===== src/rtl/mem_arb_pkg.sv =====
// Shared types and the round-robin pick helper for the DDR4 port arbiter.
// rr_pick scans a fixed-width vector so one function serves every NumReq up to MaxReq.
package mem_arb_pkg;

  localparam int unsigned NumReqDef = 4;
  localparam int unsigned MaxReq    = 32;
  localparam int unsigned MaxReqW   = $clog2(MaxReq);

  typedef logic [$clog2(NumReqDef)-1:0] req_idx_t;

  typedef enum logic {
    ARB,
    LOCKED
  } arb_state_e;

  // First requester at or after ptr, wrapping modulo numReq; found=0 when none.
  function automatic int unsigned rr_pick(input logic [MaxReq-1:0] req,
                                          input int unsigned       ptr,
                                          input int unsigned       numReq,
                                          output logic             found);
    int unsigned idx;
    rr_pick = 0;
    found   = 1'b0;
    for (int unsigned k = 0; k < MaxReq; k++) begin
      idx = ptr + k;
      if (idx >= numReq) idx = idx - numReq;
      if (k < numReq && !found && req[idx[MaxReqW-1:0]]) begin
        found   = 1'b1;
        rr_pick = idx;
      end
    end
  endfunction

endpackage


===== src/rtl/mem_arb_id_fifo.sv =====
// In-order FIFO of requester indices for outstanding memory transfers.
// The storage array is not reset; only pointers and count are.
module mem_arb_id_fifo
  import mem_arb_pkg::*;
#(
  parameter int unsigned Depth = 4,
  parameter int unsigned Width = 2
) (
  input  logic                         clk_i,
  input  logic                         rst_ni,
  input  logic                         push_i,
  input  logic                         pop_i,
  input  logic [Width-1:0]             wdata_i,
  output logic [Width-1:0]             head_o,
  output logic [$clog2(Depth+1)-1:0]   count_o,
  output logic                         full_o,
  output logic                         empty_o
);

  localparam int unsigned PtrW = (Depth > 1) ? $clog2(Depth) : 1;
  localparam int unsigned CntW = $clog2(Depth + 1);

  logic [Width-1:0] mem_q [Depth];
  logic [PtrW-1:0]  wrPtr_q, wrPtr_d, rdPtr_q, rdPtr_d;
  logic [CntW-1:0]  count_q, count_d;
  logic             doPush, doPop;

  function automatic logic [PtrW-1:0] incPtr(input logic [PtrW-1:0] p);
    return (p == PtrW'(Depth - 1)) ? '0 : p + PtrW'(1);
  endfunction

  assign full_o  = (count_q == CntW'(Depth));
  assign empty_o = (count_q == '0);
  assign doPush  = push_i & ~full_o;
  assign doPop   = pop_i & ~empty_o;
  assign head_o  = mem_q[rdPtr_q];
  assign count_o = count_q;

  always_comb begin
    wrPtr_d = wrPtr_q;
    rdPtr_d = rdPtr_q;
    count_d = count_q;
    if (doPush) wrPtr_d = incPtr(wrPtr_q);
    if (doPop)  rdPtr_d = incPtr(rdPtr_q);
    case ({doPush, doPop})
      2'b10:   count_d = count_q + CntW'(1);
      2'b01:   count_d = count_q - CntW'(1);
      default: count_d = count_q;
    endcase
  end

  always_ff @(posedge clk_i or negedge rst_ni) begin
    if (!rst_ni) begin
      wrPtr_q <= '0;
      rdPtr_q <= '0;
      count_q <= '0;
    end else begin
      wrPtr_q <= wrPtr_d;
      rdPtr_q <= rdPtr_d;
      count_q <= count_d;
    end
  end

  always_ff @(posedge clk_i) begin
    if (doPush) mem_q[wrPtr_q] <= wdata_i;
  end

endmodule


===== src/rtl/mem_rr_arbiter.sv =====
// Round-robin arbiter sharing the DDR4 front-end port between NumReq core ports.
// A presented request is locked until granted; responses return via an in-order ID FIFO.
module mem_rr_arbiter
  import mem_arb_pkg::*;
#(
  parameter int unsigned NumReq         = 4,
  parameter int unsigned AddrWidth      = 32,
  parameter int unsigned DataWidth      = 32,
  parameter int unsigned MaxOutstanding = 4
) (
  input  logic                                 clk_sys_i,
  input  logic                                 rst_sys_ni,
  input  logic [NumReq-1:0]                    req_i,
  output logic [NumReq-1:0]                    gnt_o,
  input  logic [NumReq-1:0]                    we_i,
  input  logic [NumReq-1:0][DataWidth/8-1:0]   be_i,
  input  logic [NumReq-1:0][AddrWidth-1:0]     addr_i,
  input  logic [NumReq-1:0][DataWidth-1:0]     wdata_i,
  output logic [NumReq-1:0]                    rvalid_o,
  output logic [DataWidth-1:0]                 rdata_o,
  output logic                                 mem_req_o,
  input  logic                                 mem_gnt_i,
  output logic                                 mem_we_o,
  output logic [DataWidth/8-1:0]               mem_be_o,
  output logic [AddrWidth-1:0]                 mem_addr_o,
  output logic [DataWidth-1:0]                 mem_wdata_o,
  input  logic                                 mem_rvalid_i,
  input  logic [DataWidth-1:0]                 mem_rdata_i,
  output logic                                 err_o
);

  localparam int unsigned IdxW = (NumReq > 1) ? $clog2(NumReq) : 1;
  localparam int unsigned CntW = $clog2(MaxOutstanding + 1);

  typedef logic [IdxW-1:0] idx_t;

  arb_state_e        state_q, state_d;
  idx_t              ptr_q, ptr_d, lockIdx_q, lockIdx_d;
  logic              err_q, err_d;
  idx_t              winner, fifoHead;
  logic              winValid, grant, pop;
  logic              fifoFull, fifoEmpty;
  logic [CntW-1:0]   fifoCount;
  logic [MaxReq-1:0] reqExt;
  int unsigned       pick;
  logic              pickFound;

  assign reqExt = MaxReq'(req_i);

  // A locked request keeps the port even if a higher-priority requester shows up.
  always_comb begin
    pick   = rr_pick(reqExt, 32'(ptr_q), NumReq, pickFound);
    winner = idx_t'(pick);
    winValid = pickFound;
    if (state_q == LOCKED) begin
      winner   = lockIdx_q;
      winValid = req_i[lockIdx_q];
    end
  end

  // Gated by reset so the port is quiet while the block is held in reset.
  assign mem_req_o   = rst_sys_ni & winValid & ~fifoFull;
  assign grant       = mem_req_o & mem_gnt_i;
  assign pop         = mem_rvalid_i & ~fifoEmpty;
  assign mem_we_o    = we_i[winner];
  assign mem_be_o    = be_i[winner];
  assign mem_addr_o  = addr_i[winner];
  assign mem_wdata_o = wdata_i[winner];
  assign rdata_o     = mem_rdata_i;
  assign err_o       = err_q;

  always_comb begin
    gnt_o = '0;
    if (grant) gnt_o[winner] = 1'b1;
  end

  always_comb begin
    rvalid_o = '0;
    if (mem_rvalid_i && fifoCount != '0) rvalid_o[fifoHead] = 1'b1;
  end

  always_comb begin
    state_d   = state_q;
    ptr_d     = ptr_q;
    lockIdx_d = lockIdx_q;
    err_d     = err_q;
    if (mem_rvalid_i && fifoEmpty) err_d = 1'b1;
    unique case (state_q)
      ARB: begin
        if (mem_req_o && !mem_gnt_i) begin
          state_d   = LOCKED;
          lockIdx_d = winner;
        end
      end
      LOCKED: begin
        if (!req_i[lockIdx_q]) begin
          state_d = ARB;
          err_d   = 1'b1;
        end else if (grant) begin
          state_d = ARB;
        end
      end
      default: state_d = ARB;
    endcase
    if (grant) ptr_d = (winner == idx_t'(NumReq - 1)) ? '0 : winner + idx_t'(1);
  end

  always_ff @(posedge clk_sys_i or negedge rst_sys_ni) begin
    if (!rst_sys_ni) begin
      state_q   <= ARB;
      ptr_q     <= '0;
      lockIdx_q <= '0;
      err_q     <= 1'b0;
    end else begin
      state_q   <= state_d;
      ptr_q     <= ptr_d;
      lockIdx_q <= lockIdx_d;
      err_q     <= err_d;
    end
  end

  mem_arb_id_fifo #(
    .Depth (MaxOutstanding),
    .Width (IdxW)
  ) u_id_fifo (
    .clk_i   (clk_sys_i),
    .rst_ni  (rst_sys_ni),
    .push_i  (grant),
    .pop_i   (pop),
    .wdata_i (winner),
    .head_o  (fifoHead),
    .count_o (fifoCount),
    .full_o  (fifoFull),
    .empty_o (fifoEmpty)
  );

endmodule

===== config.mk =====
export PLATFORM = sky130hd
export DESIGN_NAME = mem_rr_arbiter
export DESIGN_NICKNAME = d
export VERILOG_FILES = /design/src/rtl/mem_arb_pkg.sv /design/src/rtl/mem_arb_id_fifo.sv /design/src/rtl/mem_rr_arbiter.sv
export SDC_FILE = /design/constraint.sdc
export NUM_CORES = 1
export LEC_CHECK = 0
export CORE_AREA = 2 2 164 166
export CTS_CLUSTER_DIAMETER = 50
export DETAILED_ROUTE_END_ITERATION = 8
export DIE_AREA = 0 0 166 168
export HOLD_SLACK_MARGIN = 0.08
export PLACE_DENSITY_LB_ADDON = 0.05
export RECOVER_POWER = 100
export SYNTH_ARGS = -nofsm -noshare
export SYNTH_HDL_FRONTEND = slang
export SYNTH_SLANG_ARGS = --single-unit

===== constraint.sdc =====
create_clock -name clk_sys_i -period 3.4 [get_ports clk_sys_i]
set_input_delay 0.85 -clock clk_sys_i [delete_from_list [all_inputs] [get_ports clk_sys_i]]
set_output_delay 0.85 -clock clk_sys_i [all_outputs]
set_load 0.005 [all_outputs]

Word-level counts from Yosys, hierarchy flattened:

Memory sizes are Yosys's and may differ from the RTL's.
Cells that the tools add are included.

* add/subtract/negate cells: 12
* magnitude comparators: 13
* eq/ne operators: 6
* muxes and demuxes: 51
* bitwise operators: 9
* reduce and logical (&&, ||, !) cells: 16

Operators by type and width (count)
* 32-bit binary-select mux with 2-bit select: 2
* 32-bit two-way mux: 2
* 5-bit by 6-bit < comparator with 1-bit output, second input constant: 4
* 1-bit two-way mux: 21
* 1-bit binary-select mux with 5-bit select: 4
* 5-bit two-way mux: 4
* 2-bit two-way mux: 8
* 4-bit two-way mux: 3
* 3-bit by 3-bit subtractor with 4-bit output, second input constant: 3
* 3-bit >= comparator, second input constant: 3
* 2-bit by 3-bit < comparator with 1-bit output, second input constant: 3
* 4-bit binary-select mux with 2-bit select: 1
* 2-bit == test, second input constant: 4
* 1-bit logical AND: 8
* 2-bit by 1-bit adder with 2-bit output, second input constant: 3
* 2-bit by 2-bit adder with 3-bit output, second input constant: 2
* 1-bit bitwise AND: 6
* 3-bit case mux with 2 select lines: 1
* 1-bit binary-select mux with 2-bit select: 2
* 1-bit demux with 2-bit select: 2
* 2-bit by 1-bit >= comparator with 1-bit output, second input constant: 2
* 1-bit zero test: 4
* 2-bit by 3-bit subtractor with 4-bit output, second input constant: 1
* 2-bit by 1-bit adder with 3-bit output, second input constant: 1
* other kinds (11): 13

* register bits after elaboration: 13
* bits in writable memories: 8
* bits of input ports: 316
* output and inout port bits: 111
* word-level logic and storage cells: 115
* memories kept: 1

Memories
* u_id_fifo.mem_q: depth 4, bits a word 2, rd ports 1, clocked after Yosys merged registers in 0, write ports 1, RTL line mem_arb_id_fifo.sv:23 `logic [Width-1:0] mem_q [Depth];`

Longest topological paths before layout:

Gate-level depths: netlist (run 1).

* word-level depth: 21
* depth in mapped cells: 15
* mapped depth without buffers: 13

Hierarchy:

Synthesis (run 1) repeated with hierarchy kept, for this count alone.

* cell total of the unflattened synthesis: 479
* area, all modules: 3936.3 um^2

Modules (own cells, without submodules)
* mem_rr_arbiter: instances 1, cells an instance 429, area an instance 3164.3 um^2, seq. area each 150.1 um^2
* mem_arb_id_fifo: instances 1, cells an instance 50, area an instance 772.0 um^2, seq. area each 415.4 um^2

Worst setup path before layout (run 1):

Ideal clock, no wire load.

* path type: input port to output port
* start: input port req_i[2]
* end: output port gnt_o[0]
* arrival time: 2.565 ns
* required time: 2.550 ns
* slack: -0.015 ns
* stages: 10
* path buffers: 2
* cell sequence: mux2i_2 > nor3b_2 > or3_1 > o221ai_1 > o311a_1 > buf_6 > clkbuf_8 > inv_1 > ha_1 > and2_1

* word-level cells in the longest chain between the ends: 18
* elaborated cells on any way between the ends: 35
* those cells by class: order compare (2); mux (23); bitwise (3); reduce/logical (7)

Ends and longest elaborated chain
* start, declared: RTL line mem_rr_arbiter.sv:13 `input logic [NumReq-1:0] req_i,`
* 1-bit binary-select mux with 5-bit select: RTL line mem_arb_pkg.sv:27 `if (k < numReq && !found && req[idx[MaxReqW-1:0]]) begin`
* 1-bit two-way mux (not written as such): RTL line mem_arb_pkg.sv:27
* 1-bit two-way mux: RTL line mem_arb_pkg.sv:27
* 1-bit zero test: RTL line mem_arb_pkg.sv:27
* 1-bit logical AND: RTL line mem_arb_pkg.sv:27
* 1-bit two-way mux: RTL line mem_arb_pkg.sv:27
* 1-bit zero test: RTL line mem_arb_pkg.sv:27
* 1-bit logical AND: RTL line mem_arb_pkg.sv:27
* [... 3 more ...]
* 2-bit two-way mux (*): RTL line mem_arb_pkg.sv:27
* 2-bit two-way mux (*): RTL line mem_rr_arbiter.sv:55 `if (state_q == LOCKED) begin`
* named net u_id_fifo.wdata_i[1]: RTL line mem_arb_id_fifo.sv:13 `input logic [Width-1:0] wdata_i,`
* 2-bit by 3-bit < comparator with 1-bit output (not written as such) / 2-bit by 1-bit >= comparator with 1-bit output (equally long branches): RTL line mem_rr_arbiter.sv:74 `if (grant) gnt_o[winner] = 1'b1;`
* 1-bit logical AND (not written as such): RTL line mem_rr_arbiter.sv:74
* 1-bit two-way mux (not written as such): RTL line mem_rr_arbiter.sv:74
* 1-bit demux with 2-bit select (*): RTL line mem_rr_arbiter.sv:74
* 4-bit two-way mux (*): RTL line mem_rr_arbiter.sv:74
* end, declared: RTL line mem_rr_arbiter.sv:14 `output logic [NumReq-1:0] gnt_o,`

The timed path passes the listed nets; every way through them passes the cells marked *. The select of a mux whose other input is x is not followed.

Final worst setup path (run 1):

* start: input port req_i[3]
* end: output port mem_wdata_o[13]

* word-level cells in the longest chain between the ends: 15
* elaborated cells on any way between the ends: 24
* those cells by class: mux (18); reduce/logical (6)

Ends and longest elaborated chain
* 1-bit binary-select mux with 5-bit select: RTL line mem_arb_pkg.sv:27
* 1-bit two-way mux (not written as such): RTL line mem_arb_pkg.sv:27
* 1-bit two-way mux: RTL line mem_arb_pkg.sv:27
* 1-bit zero test: RTL line mem_arb_pkg.sv:27
* 1-bit logical AND: RTL line mem_arb_pkg.sv:27
* 1-bit two-way mux: RTL line mem_arb_pkg.sv:27
* 1-bit zero test: RTL line mem_arb_pkg.sv:27
* 1-bit logical AND: RTL line mem_arb_pkg.sv:27
* 1-bit two-way mux: RTL line mem_arb_pkg.sv:27
* 1-bit zero test: RTL line mem_arb_pkg.sv:27
* 1-bit logical AND: RTL line mem_arb_pkg.sv:27
* 2-bit two-way mux (*): RTL line mem_arb_pkg.sv:27
* 2-bit two-way mux (*): RTL line mem_rr_arbiter.sv:55
* 32-bit binary-select mux with 2-bit select (*): RTL line mem_rr_arbiter.sv:68 `assign mem_wdata_o = wdata_i[winner];`
* 32-bit two-way mux (not written as such) (*): RTL line mem_rr_arbiter.sv:68
* end, declared: RTL line mem_rr_arbiter.sv:26 `output logic [DataWidth-1:0] mem_wdata_o,`

Mark *: on every way between the ends. The rest lies on a longest branch, timed or not. The select of a mux whose other input is x is not followed.

==> impl_results.md, run 1 <==
- Crit. End Element: primary output
- VDD IR-drop max: approximately 0.00044 V
- Unrepaired setup endpoints after global routing: yes
- Largest net degree at the start of global routing: 19
- Min cycle time layout: about 3.7 ns
- Status: complete, but fails checks
- Worst-margin pin slew: approximately 0.76 ns
- CTS tree: built
- Crit path required time: roughly 2.6 ns
- Port Buffers: 362
- Die area: 27900 µm²
- Post-Synthesis Cell Area: roughly 3900 µm²
- Drt first-iter violations: 80
- Syn. warnings: 0
- Post-DP Area: approximately 8000 µm²
- Ports: 427
- Ys flop type: dfrtp_1
- Reg2reg setup slack: 0.41 ns
- Worst hold path class: reg -> reg
- Clock Latency Late Sink: 0.25 ns
- Crit share post-route: 109%
- Sequential Power Share: 4.6%
- Power per Cell Area: about 1100 nW/µm²
- Slew HR: 49.4%
- Power, Total: a little over 10 mW
- Final TNS setup: -16.48 ns
- Clock root cell: clkbuf_16
- Post-synthesis sequential area ratio: between 10% and 20%
- Post-Syn Instances: between 300 and 400
- Arrival time worst endpoint: between 2 and 3 ns
- P&R area growth vs syn: 129%
- Placed Cells: about 1100
- Mapped Avg Cell Area: 9.96 µm²
- Net Sw Power: approximately 4.2 mW
- Number of global-route vias before repair: 5121
- P_leak: approximately 4 nW
- # fillers: between 2000 and 3000
- Final Max Slew Viols: 0
- Async set-or-reset flop fraction in the synthesized netlist: ~62%
- Num rows: 60
- Die width: 166 µm
- DRC errors left: 0
- WHS Endpoint: err_o
- Post-Route Utilization: 34.2%
- Comb power frac: between 90% and 100%
- Final hold violations: 0
- Hold_sp: err_o
- Grt ovf: 0
- Final Setup Violations: between 70 and 80
- Core Box Area: roughly 26000 µm²
- CTS H-tree depth: 1
- Synth unique cells: between 40 and 50
- Final setup margin: -0.293 ns
- M1 GR Usage: between 15 and 20%
- Vias per std cell: between 4 and 5
- Final instance area: 9020 µm²
- Detailed Route WL: about 22000 µm
- Crit Path Category: in -> out
- Cell internal pwr: slightly above 6 mW
- DR vias: ~4600
- Worst Hold Margin: a little under 0.5 ns
- Final nets: approximately 1100
- Max Clock Skew: 0.00295 ns
- Synthesized Nets: 726
- Global Route met2 Usage: between 20 and 30%
- Die H: about 170 µm
- Clk sinks: 21
- Reg clk slew, reported paths: approximately 0.06 ns
- Min-Delay Path Depth: 2
- Launch point of the worst reg-to-reg path: ptr_q[0]
- Met3 GRT Util: 3.74%
- Initial antenna violation count: 1
- Max-Cap Viols: 0
- Share of layout cells above drive strength 1: about a third
- Post-synth EDFFs: 8
- CP peak stage delay: around 0.40 ns
- Clk pwr share: under 10%
- Slowest CP cell: or3_4
- CTS buffer count: 3
- Cell family with most CP delay: buffers and inverters
- Routability congestion estimate: 0.929
- Crit-path cells: buf_8 -> buf_6 -> nor2_4 -> a21oi_2 -> or3_4 -> buf_6 -> o311a_4 -> buf_12 -> buf_12 -> buf_16 -> mux2i_4 -> buf_6
- R2R depth: 16
- Sw Ratio: roughly 41%
- Crit path launch type: input port
- CP Max Fanout: 6
- Max Freq: around 270 MHz
- Crit. Startpoint: req_i[3]
- Final cell count without fillers: roughly 1100
- Critical path buffer and inverter count: 7
- Number of buffers on the longest clock path: 2
- Placement Setup Slack: -1.28 ns
- FF-to-FF End: u_id_fifo.count_o[2]
- GRT Max-Usage Layer: met2
- FF+latch count, synth: 21
- Initial Util: roughly 15%
- Wire per inst: ~19 µm
- Detailed placement HPWL: about 18000 µm
- Drt first pass iters: 4
- ANT nets after route: 0
- Total GRT Usage: between 10% and 20%
- Violated checks: setup timing
- Global-route wire length before repair: slightly above 30000 µm
- Cell mode on critical path: buf_6
[worst reg2reg max path: cells and delay by family, from the launching register on]
kind	cells	cell delay (ns)
AO/OA/AOI/OAI	2	0.44
XOR/XNOR	2	0.30
adder cells (fa/ha/maj)	3	0.69
buffers and inverters	6	0.74
flip-flops	1	0.44
AND/OR/NAND/NOR	3	0.33
[power groups by stage]
stage | Combinational (mW) | Sequential [mW] | Clock, mW
floorplan | 4.11 | 0.453 | 0
global placement | 7.68 | 0.472 | 0
detailed placement | 7.70 | 0.475 | 0
CTS | 9.31 | 0.475 | 0.256
global route | 10.2 | 0.488 | 0.266
finish | 9.53 | 0.475 | 0.250
[area by class of cell]
type                       count  area, µm²  share of cell area (%)
tap                          341        427                    4.73
inverter                      13       70.1                   0.777
timing repair inverter         1       8.76                  0.0971
timing repair buffer         463       4550                    50.5
sequential                    21        568                    6.30
multi-input combinational    304       3310                    36.7
antenna                        1       2.50                  0.0277
clock inverter                 1       5.00                  0.0555
clock buffer                   3       75.1                   0.832
[synth_stat cells, types with 2 or more instances]
cell type | instances | area [µm²]
mux2i_1 | 210 | 2100
buf_4 | 41 | 308
ha_1 | 14 | 175
dfrtp_1 | 13 | 325
inv_1 | 12 | 45.0
nand2_1 | 10 | 37.5
buf_6 | 9 | 101
and2_1 | 8 | 50.1
edfxtp_1 | 8 | 240
a21oi_1 | 6 | 30.0
nor2_1 | 6 | 22.5
nor3_1 | 6 | 30.0
buf_2 | 5 | 25.0
mux2_2 | 5 | 56.3
mux4_2 | 3 | 67.6
o21ai_1 | 3 | 15.0
a21o_1 | 2 | 15.0
clkbuf_8 | 2 | 27.5
nand2b_1 | 2 | 12.5
nor3b_1 | 2 | 15.0
o21ai_0 | 2 | 10.0
o22ai_1 | 2 | 12.5
or3_1 | 2 | 12.5
xor2_1 | 2 | 17.5
[how the worst max path moves through the flow]
stage	depth (start not counted)	slack, ns	to
6_report	12	-0.29	mem_wdata_o[13]
5_1_grt	12	-0.39	mem_wdata_o[4]
4_1_cts	13	-0.42	mem_wdata_o[8]
3_5_place_dp	9	-1.28	mem_addr_o[22]
3_3_place_gp	9	-1.27	mem_addr_o[22]
2_1_floorplan	10	0.01	gnt_o[0]
[kinds of logic after synthesis]
kind of cell	synth area share, %
xor gates and xnor gates	0.668
AOI/OAI and AO/OA	4.17
DFF	14.4
and+or+nand+nor	5.89
buffers and inverters	13.0
adders and majority gates	4.96
muxes	57.0
[registers in the layout, indices dropped and copies added (netlist names)]
register	count
lockIdx_q	2
u_id_fifo.count_o	3
u_id_fifo.mem_q	8
ptr_q	2
err_o	1
u_id_fifo.rdPtr_q	2
state_q	1
u_id_fifo.wrPtr_q	2
[routing by layer]
metal	share of wire, %	wire length, µm
met1	37	8050
met2	55	12000
met3	6.9	1520
met4	1.4	302
met5	0	0
[cells in the final DEF, fill, tap and decap left out, types with 4 or more instances in the layout]
cell and n:
a21oi_1 5, and2_1 5, buf_12 10, buf_16 10, buf_2 69, buf_4 39, buf_6 43, buf_8 5
clkbuf_16 4, clkdlybuf4s50_1 282, dfrtp_1 11, edfxtp_1 8, ha_1 6, ha_4 6, inv_1 9, mux2i_1 180
mux2i_2 16, mux2i_4 15, nand2_1 10, nor2_1 5, nor3_1 4
[repair_timing]
action,4_1_cts,5_1_grt
setup buffers,38,13
resized for setup,429,57
cloned,9,1
pin swaps,9,12
hold buffers,0,0
setup endpoints to repair,76,74
Power figures use the tool's default switching activity.
==> run 2, diff against run 1 <==
Settings changed: CORE_AREA 2 2 164 166 to 5 5 162 164, DIE_AREA 0 0 166 168 to 0 0 167 169.
==> impl_results.md, run 2 (synthesized netlist as in run 1, its figures left out) <==
- Worst-margin pin slew: 0.797 ns (+0.0373 ns)
- CP peak stage delay: 0.41 ns (about the same)
- Grt ovf: 0 (unchanged)
- Detailed placement HPWL: 18700 µm (+5.0%)
- Die width: 167 µm (+0.60%)
- Number of global-route vias before repair: 5243 (+2.4%)
- Post-DP Area: 7980 µm² (-0.55%)
- Min cycle time layout: 3.80 ns (+0.106 ns)
- Crit path required time: 2.55 ns (about the same)
- Total GRT Usage: 14.8% (+0.15 points)
- CP Max Fanout: 8 (+2)
- Die H: 169 µm (+0.60%)
- Clk sinks: 21 (unchanged)
- Number of buffers on the longest clock path: 2 (unchanged)
- Cell mode on critical path: buf_12
- Min-Delay Path Depth: 2 (unchanged)
- CTS tree: built
- Largest net degree at the start of global routing: 31 (+12)
- Initial Util: 15.9% (+0.97 points)
- Clock root cell: clkbuf_16
- Violated checks: setup timing
- Critical path buffer and inverter count: 7 (unchanged)
- Final setup margin: -0.399 ns (-0.106 ns)
- Final nets: 1162 (+2.1%)
- Drt first pass iters: 4 (unchanged)
- Crit share post-route: 112% (+3.1 points)
- Clock Latency Late Sink: 0.25 ns (about the same)
- P&R area growth vs syn: 135%
- Crit path launch type: input port
- Placement Setup Slack: -1.21 ns (+0.0723 ns)
- # fillers: 2479 (-8.7%)
- Largest reg by FF count: u_id_fifo.mem_q
- Die area: 28200 µm² (+1.2%)
- ANT nets after route: 0 (unchanged)
- Launch point of the worst reg-to-reg path: ptr_q[0]
- Reg clk slew, reported paths: 0.06 ns (about the same)
- DRC errors left: 0 (unchanged)
- Worst hold path class: reg -> reg
- VDD IR-drop max: 0.000508 V (+16%)
- Max Freq: 263 MHz (-2.8%)
- DR vias: 4799 (+3.9%)
- Num rows: 58 (-3.3%)
- Status: complete, but fails checks
- CTS buffer count: 3 (unchanged)
- Final Max Slew Viols: 0 (unchanged)
- Hold_buf cts: 0 (unchanged)
- Most frequent cells in the layout: clkdlybuf4s50_1, mux2i_1, buf_2, buf_4, buf_6
- P_leak: 4.14 nW (+4.9%)
- Power per Cell Area: 1200 nW/µm² (+5.2%)
- Power, Total: 11.1 mW (+7.8%)
- Slew HR: 46.9% (-2.5 points)
- Unrepaired setup endpoints after global routing: yes
- WHS Endpoint: err_o
- Crit. End Element: primary output
- Routability congestion estimate: 0.880 (-5.3%)
- Crit-path cells: buf_12 -> nor3_4 -> a21oi_2 -> or3_4 -> buf_6 -> o311a_4 -> buf_12 -> buf_12 -> buf_16 -> buf_4 -> mux2i_1 -> buf_2
- Slowest CP cell: or3_4
- Final Setup Violations: 75 (+2.7%)
- Final hold violations: 0 (unchanged)
- Global-route wire length before repair: 31900 µm (+2.5%)
- Port Buffers: 362 (unchanged)
- Hold_sp: err_o
- Wire per inst: 20.7 µm (+8.5%)
- R2R depth: 15 (-1)
- Share of layout cells above drive strength 1: 31.3% (-0.31 points)
- Crit Path Category: in -> out
- FF-to-FF End: u_id_fifo.count_o[2]
- Drt first-iter violations: 102 (+28%)
- CTS H-tree depth: 1 (unchanged)
- Crit. Startpoint: req_i[2]
- Arrival time worst endpoint: 2.95 ns (+0.11 ns)
- Ports: 427 (unchanged)
- Initial antenna violation count: 4 (+3)
- Max Clock Skew: 0.00508 ns (+0.00213 ns)
- Core Box Area: 24700 µm² (-6.1%)
- Cell family with most CP delay: buffers and inverters
- Max-Cap Viols: 0 (unchanged)
- Final instance area: 9240 µm² (+2.4%)
- Commonest non-fill, non-tap cell in the layout: clkdlybuf4s50_1
- Max FFs per register: 8 (unchanged)
- Reg2reg setup slack: -0.13 ns (-0.54 ns)
- Detailed Route WL: 24100 µm (+9.8%)
- Vias per std cell: 4.13 (+2.7%)
==> run 2: changes by cell type in the layout (fill, tap and decap cells not counted), sizes merged <==
cell and delta:
clkinv +1, clkbuf +7, inv -2, buf +18, diode +1
==> run 2: tightest hold or removal path, stage by stage (launching register included) <==
cell and delay, ns:
dfrtp_1 0.35, a21oi_1 0.04, o21ai_0 0.06
==> run 2: cell type report <==
type	count	area, µm²	share of cell area (%)
inverters	13	58.8	0.636
well taps	330	413	4.47
diodes	2	5.00	0.0542
clock inverters	1	5.00	0.0542
flip-flops and latches	21	568	6.15
clock buffers	3	75.1	0.812
repair buffers	488	4960	53.7
multi-input cells	304	3150	34.1
==> run 2: how the worst max path moves through the flow <==
| stage | endpoint | slack (ns) | cells after the start |
|---|---|---|---|
| 2_1_floorplan | gnt_o[0] | 0.01 | 10 |
| 3_3_place_gp | mem_addr_o[27] | -1.21 | 9 |
| 3_5_place_dp | gnt_o[0] | -1.21 | 11 |
| 4_1_cts | mem_we_o | -0.41 | 13 |
| 5_1_grt | mem_wdata_o[6] | -0.50 | 12 |
| 6_report | mem_addr_o[5] | -0.40 | 12 |
==> run 2: timing repair <==
item / CTS / global route
setup buffers: 40 / 34
gates resized for setup: 395 / 83
gates cloned: 9 / 7
endpoints found under the hold margin: 0 / 0
pin swaps: 7 / 8
endpoints found under the setup margin: 76 / 73
==> run 2: metal layers <==
metal,track usage [%],routed length (µm),up-vias
li1,-,-,2300
met1,14.3,8010,2266
met2,29.3,13600,205
met3,6.17,2140,24
met4,3.06,329,4
met5,0,27,-
==> run 2: per-stage QoR <==
step	instances	hold WS [ns]	utilization, %	setup TNS (ns)
after floorplan	395	0.464	-	0
after global placement	1079	0.472	32.2	-81.76
after detailed placement	1079	0.477	32.2	-83.53
after CTS	1132	0.492	35.1	-19.84
after global routing	1162	0.500	37.3	-29.92
final	1162	0.481	37.3	-21.65
==> run 2: where the power goes <==
group	total, mW	internal, mW	switching, mW
Combinational	10.3	6.19	4.13
Sequential	0.477	0.384	0.0930
Clock	0.250	0.158	0.0921
==> run 3, diff against run 2 <==
Settings changed: GPL_ROUTABILITY_DRIVEN set to 0.
==> results of run 3 <==
The final DEF is identical to that of run 2; final timing and power are the same.
